### config.mk
export PLATFORM = sky130hd
export DESIGN_NAME = prng_xy_gen_flat
export DESIGN_NICKNAME = d
export VERILOG_FILES = /design/src/rtl/prng_xy_gen_pkg.sv /design/src/rtl/prng_xy_gen_if.sv /design/src/rtl/prng_step_logic.sv /design/src/rtl/prng_xy_gen.sv /design/src/flat_wrapper.sv
export SDC_FILE = /design/constraint.sdc
export NUM_CORES = 1
export LEC_CHECK = 0
export BUFFER_PORTS_ARGS = -buffer_cell sky130_fd_sc_hd__buf_2
export CORE_MARGIN = 1.5
export CORE_UTILIZATION = 45
export CTS_CLUSTER_DIAMETER = 120
export DETAILED_ROUTE_END_ITERATION = 12
export GPL_TIMING_DRIVEN = 0
export PLACE_DENSITY = 0.73
export SLEW_MARGIN = 20
export SYNTH_ARGS = -nofsm -noshare
export SYNTH_HDL_FRONTEND = slang
export SYNTH_SLANG_ARGS = --single-unit
export TNS_END_PERCENT = 10
### constraint.sdc
create_clock -name clk -period 5.2 [get_ports clk]
set_input_delay 0.78 -clock clk [delete_from_list [all_inputs] [get_ports clk]]
set_output_delay 0.78 -clock clk [all_outputs]
set_load 0.01 [all_outputs]
### src/rtl/prng_xy_gen_pkg.sv
// Shared definitions for the X/Y pseudo-random coordinate generator:
// mode encodings and the default Galois feedback mask for W = 8.
package prng_pkg;

  // Generation mode, captured on seed_load
  localparam logic MODE_CNT  = 1'b0;  // counter-sum sequence
  localparam logic MODE_LFSR = 1'b1;  // Galois LFSR sequence

  // Maximal-length Galois mask for a 16-bit state (x^16 + x^14 + x^13 + x^11 + 1)
  localparam logic [15:0] PRNG_TAPS_16 = 16'hB400;

endpackage

### src/rtl/prng_xy_gen_if.sv
// Output stream of the coordinate generator: one (x, y) sample per beat,
// tagged with its in-period step index and an end-of-period flag.
// Transfer happens on out_valid && out_ready.
interface prng_xy_gen_if #(
  parameter int W = 8
) ();

  logic           out_valid;
  logic           out_ready;
  logic [W-1:0]   x;
  logic [W-1:0]   y;
  logic [2*W-1:0] step;
  logic           wrap;

  // Producer side (the generator)
  modport master (
    output out_valid,
    output x,
    output y,
    output step,
    output wrap,
    input  out_ready
  );

  // Consumer side (plotting / statistics block)
  modport slave (
    input  out_valid,
    input  x,
    input  y,
    input  step,
    input  wrap,
    output out_ready
  );

endinterface

### src/rtl/prng_step_logic.sv
// Pure combinational step function of the generator. From the current 2W-bit
// state it derives the successor state and the (x, y) sample that the state
// maps to. hi/lo are the upper and lower W-bit halves of the state.
module prng_step_logic
  import prng_pkg::*;
#(
  parameter int             W         = 8,
  parameter logic [2*W-1:0] LFSR_TAPS = (2*W)'(PRNG_TAPS_16)
) (
  input  logic [2*W-1:0] s_i,
  input  logic           mode_i,
  output logic [2*W-1:0] next_s_o,
  output logic [W-1:0]   x_nxt_o,
  output logic [W-1:0]   y_nxt_o
);

  logic [W-1:0]   hi_s;
  logic [W-1:0]   lo_s;
  logic [2*W-1:0] fb_mask_s;

  assign hi_s = s_i[2*W-1:W];
  assign lo_s = s_i[W-1:0];

  // Galois feedback applies the tap mask only when the bit shifted out is 1
  assign fb_mask_s = s_i[0] ? LFSR_TAPS : {(2*W){1'b0}};

  // Successor state and sample mapping for the selected mode
  always_comb begin
    next_s_o = s_i;
    x_nxt_o  = {W{1'b0}};
    y_nxt_o  = {W{1'b0}};
    case (mode_i)
      MODE_LFSR: begin
        // The LFSR state is shown raw: upper half as X, lower half as Y
        next_s_o = (s_i >> 1) ^ fb_mask_s;
        x_nxt_o  = hi_s;
        y_nxt_o  = lo_s;
      end
      MODE_CNT: begin
        // Counter-sum sequence; sums truncate to W bits by assignment width
        next_s_o = s_i + (2*W)'(1);
        x_nxt_o  = hi_s + lo_s;
        y_nxt_o  = hi_s + (lo_s << 1);
      end
      default: begin
        next_s_o = s_i;
        x_nxt_o  = {W{1'b0}};
        y_nxt_o  = {W{1'b0}};
      end
    endcase
  end

endmodule

### src/rtl/prng_xy_gen.sv
// X/Y pseudo-random coordinate generator with seed/mode load and a
// valid/ready output stream. The state register walks either the
// counter-sum sequence or a Galois LFSR; each produced sample carries its
// index within the current period and a flag marking the period's last sample.
module prng_xy_gen
  import prng_pkg::*;
#(
  parameter int             W         = 8,
  parameter logic [2*W-1:0] LFSR_TAPS = (2*W)'(PRNG_TAPS_16)
) (
  input  logic            clk,
  input  logic            rst_n,
  input  logic            en,
  input  logic            seed_load,
  input  logic [2*W-1:0]  seed,
  input  logic            mode_in,
  prng_xy_gen_if.master   out_if
);

  // Generator state
  logic [2*W-1:0] s_q,        s_d;
  logic [2*W-1:0] start_q,    start_d;
  logic           mode_q,     mode_d;
  logic [2*W-1:0] step_cnt_q, step_cnt_d;

  // Registered output sample
  logic           valid_q,    valid_d;
  logic [W-1:0]   x_q,        x_d;
  logic [W-1:0]   y_q,        y_d;
  logic [2*W-1:0] step_q,     step_d;
  logic           wrap_q,     wrap_d;

  // Combinational helpers
  logic [2*W-1:0] next_s_s;
  logic [W-1:0]   x_nxt_s;
  logic [W-1:0]   y_nxt_s;
  logic [2*W-1:0] seed_san_s;
  logic           fire_s;
  logic           accept_s;
  logic           wrap_nxt_s;

  prng_step_logic #(
    .W         (W),
    .LFSR_TAPS (LFSR_TAPS)
  ) u_step (
    .s_i      (s_q),
    .mode_i   (mode_q),
    .next_s_o (next_s_s),
    .x_nxt_o  (x_nxt_s),
    .y_nxt_o  (y_nxt_s)
  );

  // An all-zero LFSR state never leaves zero, so an LFSR seed of 0 becomes 1
  assign seed_san_s = ((seed == {(2*W){1'b0}}) && (mode_in == MODE_LFSR))
                      ? (2*W)'(1) : seed;

  // A new sample is produced when enabled, not loading, and the output slot
  // is either empty or being emptied this cycle
  assign fire_s   = en && !seed_load && (!valid_q || out_if.out_ready);
  assign accept_s = valid_q && out_if.out_ready;

  // The sample is the period's last when its successor is the start state
  assign wrap_nxt_s = (next_s_s == start_q);

  // Next-state selection: seed load beats generation, generation beats drain
  always_comb begin
    s_d        = s_q;
    start_d    = start_q;
    mode_d     = mode_q;
    step_cnt_d = step_cnt_q;
    valid_d    = valid_q;
    x_d        = x_q;
    y_d        = y_q;
    step_d     = step_q;
    wrap_d     = wrap_q;
    if (seed_load) begin
      // Restart the period; any pending sample is dropped
      mode_d     = mode_in;
      s_d        = seed_san_s;
      start_d    = seed_san_s;
      step_cnt_d = {(2*W){1'b0}};
      valid_d    = 1'b0;
    end else if (fire_s) begin
      x_d     = x_nxt_s;
      y_d     = y_nxt_s;
      step_d  = step_cnt_q;
      wrap_d  = wrap_nxt_s;
      s_d     = next_s_s;
      valid_d = 1'b1;
      if (wrap_nxt_s) begin
        step_cnt_d = {(2*W){1'b0}};
      end else begin
        step_cnt_d = step_cnt_q + (2*W)'(1);
      end
    end else if (accept_s) begin
      // Beat consumed and nothing new to replace it
      valid_d = 1'b0;
    end else begin
      valid_d = valid_q;
    end
  end

  // State and output registers with asynchronous clear
  always_ff @(posedge clk or negedge rst_n) begin
    if (!rst_n) begin
      s_q        <= {(2*W){1'b0}};
      start_q    <= {(2*W){1'b0}};
      mode_q     <= MODE_CNT;
      step_cnt_q <= {(2*W){1'b0}};
      valid_q    <= 1'b0;
      x_q        <= {W{1'b0}};
      y_q        <= {W{1'b0}};
      step_q     <= {(2*W){1'b0}};
      wrap_q     <= 1'b0;
    end else begin
      s_q        <= s_d;
      start_q    <= start_d;
      mode_q     <= mode_d;
      step_cnt_q <= step_cnt_d;
      valid_q    <= valid_d;
      x_q        <= x_d;
      y_q        <= y_d;
      step_q     <= step_d;
      wrap_q     <= wrap_d;
    end
  end

  assign out_if.out_valid = valid_q;
  assign out_if.x         = x_q;
  assign out_if.y         = y_q;
  assign out_if.step      = step_q;
  assign out_if.wrap      = wrap_q;

endmodule

### src/flat_wrapper.sv
// flat-port wrapper written by rule: the top's interface ports become plain ports
module prng_xy_gen_flat import prng_pkg::*;
#(
  parameter int             W         = 8,
  parameter logic [2*W-1:0] LFSR_TAPS = (2*W)'(PRNG_TAPS_16)
)
  (clk, rst_n, en, seed_load, seed, mode_in, out_if_out_valid, out_if_x, out_if_y, out_if_step, out_if_wrap, out_if_out_ready);
  prng_xy_gen_if #(.W(W)) out_if_i ();
  input  logic clk;
  input  logic rst_n;
  input  logic en;
  input  logic seed_load;
  input  logic [2*W-1:0] seed;
  input  logic mode_in;
  output wire logic [$bits(out_if_i.out_valid)-1:0] out_if_out_valid;
  output wire logic [$bits(out_if_i.x)-1:0] out_if_x;
  output wire logic [$bits(out_if_i.y)-1:0] out_if_y;
  output wire logic [$bits(out_if_i.step)-1:0] out_if_step;
  output wire logic [$bits(out_if_i.wrap)-1:0] out_if_wrap;
  input wire logic [$bits(out_if_i.out_ready)-1:0] out_if_out_ready;
  assign out_if_out_valid = out_if_i.out_valid;
  assign out_if_x = out_if_i.x;
  assign out_if_y = out_if_i.y;
  assign out_if_step = out_if_i.step;
  assign out_if_wrap = out_if_i.wrap;
  assign out_if_i.out_ready = out_if_out_ready;
  prng_xy_gen #(.W(W), .LFSR_TAPS(LFSR_TAPS)) u_core (.clk(clk), .rst_n(rst_n), .en(en), .seed_load(seed_load), .seed(seed), .mode_in(mode_in), .out_if(out_if_i));
endmodule
Yosys cells after proc, flatten, opt, wreduce, memory -nomap -nowiden
Cells that the tools add are included.
{"block": "totals", "inputBits": 22, "regBits": 83, "elab_cells": 41}
{"block": "classes", "eq_ne": 1, "reduce_logical": 11, "n_addsub": 4, "muxes": 13, "bitwise_logic": 3}
{"cell": "$mux W16", "count": 7}
{"cell": "$add A16 B1 Y16 const B", "count": 2}
{"cell": "$pmux W16 S2", "count": 1}
{"cell": "$pmux W8 S2", "count": 2}
{"cell": "$add A8 B8 Y8", "count": 2}
{"cell": "$eq A16 B16 Y1", "count": 1}
{"cell": "$logic_not A16 Y1", "count": 1}
{"cell": "$xor A15 B16 Y16", "count": 1}
{"cell": "$logic_and A1 B1 Y1", "count": 4}
{"cell": "$mux W1", "count": 3}
{"cell": "$reduce_bool A3 Y1", "count": 1}
{"cell": "$logic_not A1 Y1", "count": 2}
{"cell": "$not A1 Y1", "count": 2}
{"cell": "$reduce_and A2 Y1", "count": 1}
{"cell": "$reduce_bool A2 Y1", "count": 1}
{"cell": "$logic_or A1 B1 Y1", "count": 1}

Longest topological paths before layout
Gate-level depths: netlist (run 1).
{"block": "logic_depth", "word_depth": 7, "depth_mapped": 11}

Hierarchy
Synthesis (run 1) repeated with hierarchy kept, for this count alone.
{"block": "unflattened", "hier_cells": 501, "area_unflattened_um2": 4782.1}
{"mod": "prng_xy_gen", "cells_each": 324, "n_inst": 1, "area_per_inst_um2": 3636.0}
{"mod": "prng_step_logic", "cells_each": 177, "n_inst": 1, "area_per_inst_um2": 1146.1}

Least setup slack after synthesis (run 1)
Ideal clock, no wire load.
{"block": "synth_timing", "path_kind": "register -> register", "start": "register u_core.s_q[1]", "end": "register u_core.step_cnt_q[10]", "arrival_time_ps": 2682, "stages_incl_launch_ff": 12, "slack_ps": 2392, "n_path_buf": 2, "cell_sequence": "dfrtp_1 ha_1 nand3_2 buf_2 or2_2 o22ai_1 o2111a_1 o2111ai_1 nor4_4 buf_4 nor2_1 a221o_1"}
{"block": "synth_between", "elab_chain_cells": 6, "elab_cells_between_ends": 7}
{"item": "start, declared", "line_no": "prng_xy_gen.sv:21", "rtl": "logic [2*W-1:0] s_q, s_d;"}
{"item": "start signal, assigned", "line_no": "prng_xy_gen.sv:106", "rtl": "s_q <= {(2*W){1'b0}};"}
{"item": "$add A16 B1 Y16 or $xor A15 B16 Y16 (tied branches)", "line_no": "prng_step_logic.sv:41, prng_step_logic.sv:35"}
{"item": "$pmux W16 S2 *", "line_no": "prng_step_logic.sv:32", "rtl": "case (mode_i)"}
{"item": "$eq A16 B16 Y1 *", "line_no": "prng_xy_gen.sv:63", "rtl": "assign wrap_nxt_s = (next_s_s == start_q);"}
{"item": "$mux W16 *", "line_no": "prng_xy_gen.sv:90", "rtl": "if (wrap_nxt_s) begin"}
{"item": "$mux W16 *", "line_no": "prng_xy_gen.sv:83", "rtl": "end else if (fire_s) begin"}
{"item": "$mux W16 *", "line_no": "prng_xy_gen.sv:76", "rtl": "if (seed_load) begin"}
{"item": "end signal, assigned", "line_no": "prng_xy_gen.sv:109", "rtl": "step_cnt_q <= {(2*W){1'b0}};"}
{"item": "end signal, assigned", "line_no": "prng_xy_gen.sv:119", "rtl": "step_cnt_q <= step_cnt_d;"}
{"item": "end, declared", "line_no": "prng_xy_gen.sv:24", "rtl": "logic [2*W-1:0] step_cnt_q, step_cnt_d;"}
Mark *: on every way between the ends. The rest lies on a longest branch, timed or not. The select of a mux whose other input is x is not followed.
A chain may end at the register's enable or synchronous reset.

Worst setup path after layout (run 1)
{"block": "layout_timing", "start": "register u_core.s_q[0]", "end": "register u_core.step_cnt_q[9]"}
{"block": "layout_between", "elab_chain_cells": 7, "elab_cells_between_ends": 8}
{"item": "parallel branches: the longest is 2 deep, another holds $add A16 B1 Y16"}
{"item": "$pmux W16 S2 *", "line_no": "prng_step_logic.sv:32"}
{"item": "$eq A16 B16 Y1 *", "line_no": "prng_xy_gen.sv:63"}
{"item": "$mux W16 *", "line_no": "prng_xy_gen.sv:90"}
{"item": "$mux W16 *", "line_no": "prng_xy_gen.sv:83"}
{"item": "$mux W16 *", "line_no": "prng_xy_gen.sv:76"}
Every way passes the cells marked *. The select of a mux whose other input is x is not followed.

==> out/qor.csv, run 1 <==
metric;value;unit
Avg WL per Cell;18.5;um
cell taking the most area after synthesis;dfrtp_1;
Clock Latency Late Sink;0.35;ns
Worst setup EP type;flop;
Avg Vias per Cell;5.81;
status;completed;
Initial Util;46.2;%
IR Drop Worst-Case VDD;0.226;mV
Final period util;69.8;%
Post-synth ARST share;100;%
PortBufs;54;
Ports;56;
register area;2080;sq um
Crit Path Class;reg2reg;
Antenna Nets Post-Route;0;
die width;111;um
relative slew slack;51.3;%
post-synthesis register bit count;83;
Synth area leaders;dfrtp_1, nand2_1, o21ai_0;
Slew @ Worst Pin;0.731;ns
sequential power share;38.3;%
GR Layer Usage met3;4.08;%
Setup Skew;0.00600;ns
Setup Fix Bufs, Post-CTS;0;
Die Y;111;um
Mapped Nets;670;
Sinks on Clock Net;83;
antenna cells;0;
GRT overflow;0;
Avg Cell Area, Syn;8.39;sq um
initial DRC count;425;
GR Layer Usage met1;37.2;%
DRC;0;
maxcap violations;0;
Pint;1.35;mW
Fin Hold WS;0.405;ns
Multi-input gate area;2930;sq um
Final Slew Violations;0;
worst reg2reg path endpoint;u_core.step_cnt_q[9];
Unique masters post-synth;61;
largest net degree at the start of global routing;46;
vias;4910;
critical path startpoint category;flop;
most common cell in the netlist;nand2_1;
min Tclk post-route;3.63;ns
Final setup viols;0;
GPL Wtd Cong;0.949;
P_leak;2.80;nW
CTS tree;done;
Total GRT Usage;26.1;%
TNS Setup;0;ns
Reg clk slew, reported paths;0.07;ns
crit-path max FO;10;
Seq/Total Area, Yosys;39.2;%
initial antenna violation count;0;
top-area cell type share of the netlist area;39.2;%
DP HPWL;11.7;mm
total CTS buffers;9;
setup ws final;1.57;ns
area delta synth->final;14.9;%
worst r2r path cells;10;
R2R Setup Slk;1.57;ns
RR Startpoint;u_core.s_q[0];
cts hold-fix bufs;0;
Root Buffer;clkbuf_16;
Rows;39;
die footprint;12400;sq um
Synth Warn #;0;
Clock Tree Buf Depth;2;
number of synthesized flops with an enable pin;0;
Most used DFF post-synth;dfrtp_1;
worst endpoint required time;5.43;ns
grt peak-use layer;met2;
share of layout cells above drive strength 1;14.4;%
Clk network pwr share;34.3;%
RSZ-0062 raised after global routing;no;
Layout Utilization;53.1;%
fin area;6090;sq um
share of total power in combinational logic;27.4;%
Routed WL;15.7;mm
P_sw;0.668;mW
H-tree depth;3;
vias in the first global route;4722;
Post-synth top cells;nand2_1, dfrtp_1, nor2_1;
Worst Path Arrival;3.86;ns
dpl cell area;5780;sq um
Peak Freq;276;MHz
worst slack at placement;1.69;ns
final net count;736;
first-pass GRT wire length;25.2;mm
Placeable Area;11500;sq um
cell count after synthesis;631;
fillcell total;1087;
Hold WC Path Type;in2async;
TritonRoute pass-1 iters;5;
final number of hold-violating endpoints;0;
met2 global-route usage;40.0;%
P per Cell Area;331;nW/um^2
Resized cells post-CTS;0;
fraction of power spent switching nets;33.2;%
Mapped Area;5300;sq um
==> flip-flops by register name, indices dropped and copies added, names as in the netlist <==
name,flops
u_core.out_if.out_valid,1
u_core.out_if.step,16
u_core.step_cnt_q,16
u_core.mode_q,1
u_core.out_if.x,8
u_core.start_q,16
u_core.out_if.wrap,1
u_core.out_if.y,8
u_core.s_q,16
==> power groups by stage <==
stage	Sequential (mW)	Combinational, mW	Clock (mW)
global route	0.779	0.611	0.727
floorplan	0.783	0.356	0
detailed placement	0.781	0.543	0
finish	0.771	0.552	0.690
CTS	0.770	0.548	0.699
global placement	0.776	0.529	0
==> through the flow <==
step | instances | power (mW)
6_report | 845 | 2.01
5_1_grt | 845 | 2.12
4_1_cts | 845 | 2.02
3_5_place_dp | 829 | 1.32
3_3_place_gp | 828 | 1.31
2_1_floorplan | 631 | 1.14
==> worst max-delay path by stage <==
stage | from | cells after the start | slack (ns) | to
after floorplan | u_core.s_q[1] | 11 | 2.39 | u_core.step_cnt_q[10]
after global placement | u_core.s_q[0] | 10 | 1.68 | u_core.step_cnt_q[10]
after detailed placement | u_core.s_q[5] | 10 | 1.69 | u_core.step_cnt_q[13]
after CTS | u_core.s_q[0] | 10 | 1.66 | u_core.step_cnt_q[9]
after global routing | u_core.s_q[0] | 10 | 1.40 | u_core.step_cnt_q[13]
final | u_core.s_q[0] | 10 | 1.57 | u_core.step_cnt_q[9]
==> cells in the final DEF (no fill, tap or decap), drive strengths merged, types with 5 or more instances in the layout <==
cell type / count
buf: 71
ha: 15
xor2: 13
o21ai: 56
nand2b: 9
dfrtp: 83
nor2: 58
nand4: 7
or3: 8
mux2i: 13
nand3: 21
a221o: 6
or2: 5
nor4: 13
a21o: 9
a221oi: 5
xnor2: 30
clkbuf: 38
nand2: 109
nor3: 11
inv: 27
a21oi: 38
==> worst max-delay path: stages (launching register included) <==
cell and delay [ns]:
dfrtp_1 0.57, buf_2 0.36, nand2_1 0.21, nor2_1 0.34
nand2_1 0.17, a2111oi_0 0.61, o2111ai_1 0.27, nor4_4 0.38
buf_4 0.26, nor2_1 0.06, a221o_1 0.27
==> metal layers <==
layer | share of wire [%] | routed length [um] | up-vias
li1 | - | - | 2324
met1 | 47 | 7340 | 2377
met2 | 45 | 7090 | 186
met3 | 5.9 | 929 | 23
met4 | 2.0 | 317 | 0
met5 | 0 | 0 | -
==> cell families (layout without fill, tap and decap cells) <==
logic type / count (synthesis) / after routing / synth area share, %
XOR/XNOR: 43 / 43 / 7.25
AND/OR/NAND/NOR: 257 / 257 / 23.8
flip-flops: 83 / 83 / 39.2
AO/OA/AOI/OAI: 148 / 148 / 17.3
multiplexers: 14 / 14 / 2.67
buffers and inverters: 69 / 140 / 5.46
adder cells (fa/ha/maj): 17 / 17 / 4.30
==> layout make-up <==
class                           instances  share of cell area, %
Multi-Input combinational cell        479                   48.1
Sequential cell                        83                   34.1
Timing Repair Buffer                   55                   4.93
Clock buffer                           12                   3.88
Buffer                                 42                   3.08
Tap cell                              143                   2.94
Inverter                               27                   1.66
Clock inverter                          4                   1.23
No activity file was read; power rests on OpenSTA's default activity.
==> run 2: changes to the inputs <==
--- a/config.mk
+++ b/config.mk
@@ -11,7 +11,7 @@
 export CTS_CLUSTER_DIAMETER = 120
 export DETAILED_ROUTE_END_ITERATION = 12
 export GPL_TIMING_DRIVEN = 0
-export PLACE_DENSITY = 0.73
+export PLACE_DENSITY = 0.75
 export SLEW_MARGIN = 20
 export SYNTH_ARGS = -nofsm -noshare
 export SYNTH_HDL_FRONTEND = slang
==> constraint.sdc (replaced) <==
create_clock -name clk -period 2.9 [get_ports clk]
set_input_delay 0.435 -clock clk [delete_from_list [all_inputs] [get_ports clk]]
set_output_delay 0.435 -clock clk [all_outputs]
set_load 0.01 [all_outputs]
==> run 2 against run 1 <==
Net effect:
- first-iteration DRC count decreased by 14%
- setup slack got worse by 1.5 ns
- die area is the same
- clock power increased by 58%
- combinational power is 83% higher
- final cell count rose by 1.3%
- sequential share of layout area fell by 0.80 points
- wire length fell by 3.0%
- clock-buffer cell count fell by 2
- clock skew grew 0.0056 ns
- non-clock buffer count rose by 11
- fmax rose by 26%
==> out/qor.csv, run 2 (synthesized netlist as in run 1, its figures left out) <==
metric;value;unit;change
status;completed;;
worst slack at placement;-0.667;ns;-2.35 ns
final number of hold-violating endpoints;0;;unchanged
Final period util;99.0;%;+29 points
sequential power share;39.7;%;+1.4 points
Crit Path Class;reg2reg;;
largest net degree at the start of global routing;49;;+6.5%
commonest non-fill, non-tap cell in the layout;nand2_1;;
Rows;39;;unchanged
fraction of power spent switching nets;34.8;%;+1.6 points
met3 wire len;878;um;-5.5%
met2 WL post-DR;6.70;mm;-5.5%
Antenna Nets Post-Route;0;;unchanged
Die Y;111;um;unchanged
Slew @ Worst Pin;0.673;ns;-0.0578 ns
fin area;6250;sq um;+2.7%
relative slew slack;54.7;%;+3.4 points
metal1 wirelength;7.06;mm;-3.7%
vias in the first global route;4752;;+0.64%
Hold WC Path Type;in2async;;
min Tclk post-route;2.87;ns;-0.758 ns
Final Slew Violations;0;;unchanged
Ports;56;;unchanged
first-pass GRT wire length;24.8;mm;-1.6%
GPL Wtd Cong;0.966;;+1.7%
initial DRC count;366;;-14%
CTS tree;done;;
RSZ-0062 raised after global routing;yes;;
GRT overflow;0;;unchanged
Total GRT Usage;25.7;%;-0.39 points
area delta synth->final;18.0;%;
initial antenna violation count;0;;unchanged
Pint;2.27;mW;+69%
share of total power in combinational logic;29.1;%;+1.7 points
Placeable Area;11500;sq um;unchanged
worst r2r path cells;10;;unchanged
crit-path max FO;9;;-1
final net count;747;;+1.5%
Layout Utilization;54.5;%;+1.4 points
DP HPWL;11.5;mm;-1.4%
Sinks on Clock Net;83;;unchanged
Setup Skew;0.0116;ns;+0.00562 ns
die footprint;12400;sq um;unchanged
Clock Tree Buf Depth;2;;unchanged
Clock Latency Late Sink;0.36;ns;about the same
share of layout cells above drive strength 1;18.7;%;+4.3 points
Routed WL;15.2;mm;-3.0%
worst endpoint required time;3.13;ns;-2.30 ns
Avg WL per Cell;17.8;um;-4.2%
commonest non-fill, non-tap cells in the layout;nand2_1, dfrtp_1, nor2_1;;
P per Cell Area;557;nW/um^2;+68%
die width;111;um;unchanged
Final setup viols;0;;unchanged
critical path startpoint category;flop;;
Initial Util;46.2;%;unchanged
P_sw;1.21;mW;+81%
PortBufs;54;;unchanged
Top Layer Used;met4;;
Peak Freq;348;MHz;+26%
P_leak;2.89;nW;+3.0%
dpl cell area;5780;sq um;unchanged
Clk network pwr share;31.2;%;-3.1 points
Worst Path Arrival;3.10;ns;-0.76 ns
DRC;0;;unchanged
setup ws final;0.0287;ns;-1.54 ns
Root Buffer;clkbuf_16;;
H-tree depth;3;;unchanged
antenna cells;0;;unchanged
total CTS buffers;9;;unchanged
Worst setup EP type;flop;;
vias;4888;;-0.45%
Avg Vias per Cell;5.71;;-1.7%
maxcap violations;0;;unchanged
IR Drop Worst-Case VDD;0.395;mV;+75%
TNS Setup;0;ns;unchanged
TritonRoute pass-1 iters;4;;-1
Reg clk slew, reported paths;0.06;ns;about the same
-- run 2: cell types whose count changed in the layout (fill, tap and decap cells not counted), sizes merged --
cell	before	now
inv	27	29
bufinv	2	0
clkinv	0	1
clkbuf	38	36
buf	71	82
clkinvlp	2	3
-- run 2: critical path, cell delays in order, from the launching register on --
cell and delay, ns:
dfrtp_1 0.42, buf_4 0.21, nand3_2 0.14, or3_1 0.38, a31oi_2 0.24, xnor2_1 0.16, o2111ai_1 0.21, nor4_4 0.35
buf_4 0.18, nor2_2 0.09, a221o_1 0.35
-- run 2: metal layers --
layer / GRT usage, % / vias to the layer above
li1: - / 2340
met1: 35.9 / 2339
met2: 38.8 / 173
met3: 3.86 / 36
met4: 13.2 / 0
met5: 0 / -
-- run 2: power groups by stage --
stage / clock, mW / sequential (mW) / combinational, mW
floorplan: 0 / 1.40 / 0.639
global placement: 0 / 1.40 / 0.940
detailed placement: 0 / 1.40 / 0.961
CTS: 1.11 / 1.38 / 1.00
global route: 1.15 / 1.40 / 1.12
finish: 1.09 / 1.38 / 1.01
-- run 2: repair_timing --
action | in CTS | in global routing
resized for setup | 24 | 8
hold buffers | 0 | 0
pin swaps | 4 | 0
setup buffers | 12 | 0
setup endpoints to repair | 17 | 8
-- run 2: worst paths after layout --
kind | start | endpoint | slack (ns)
max | u_core.s_q[2] | u_core.step_cnt_q[10] | 0.03
min | rst_n | u_core.start_q[1] | 0.04
max reg2reg | u_core.s_q[2] | u_core.step_cnt_q[10] | 0.03
min reg2reg | u_core.out_if.step[12] | u_core.out_if.step[12] | 0.47
max in group asynchronous | rst_n | u_core.step_cnt_q[7] | 2.26
min in group clk | seed[4] | u_core.s_q[4] | 0.32
-- run 2: area by class of cell --
class,instances,area (sq um)
clock buffer,10,229
inverter,27,101
buffer,41,213
clock inverter,6,48.8
multi-input combinational,479,3010
sequential,83,2080
timing repair buffer,67,390
fill,1052,5220
tap,143,179
-- run 2: metrics by stage --
stage	power (mW)	hold WS [ns]	instances
floorplan	2.04	0.139	631
global placement	2.34	0.450	828
detailed placement	2.37	0.429	829
CTS	3.49	0.0524	856
global route	3.67	0.0816	856
finish	3.48	0.0403	856
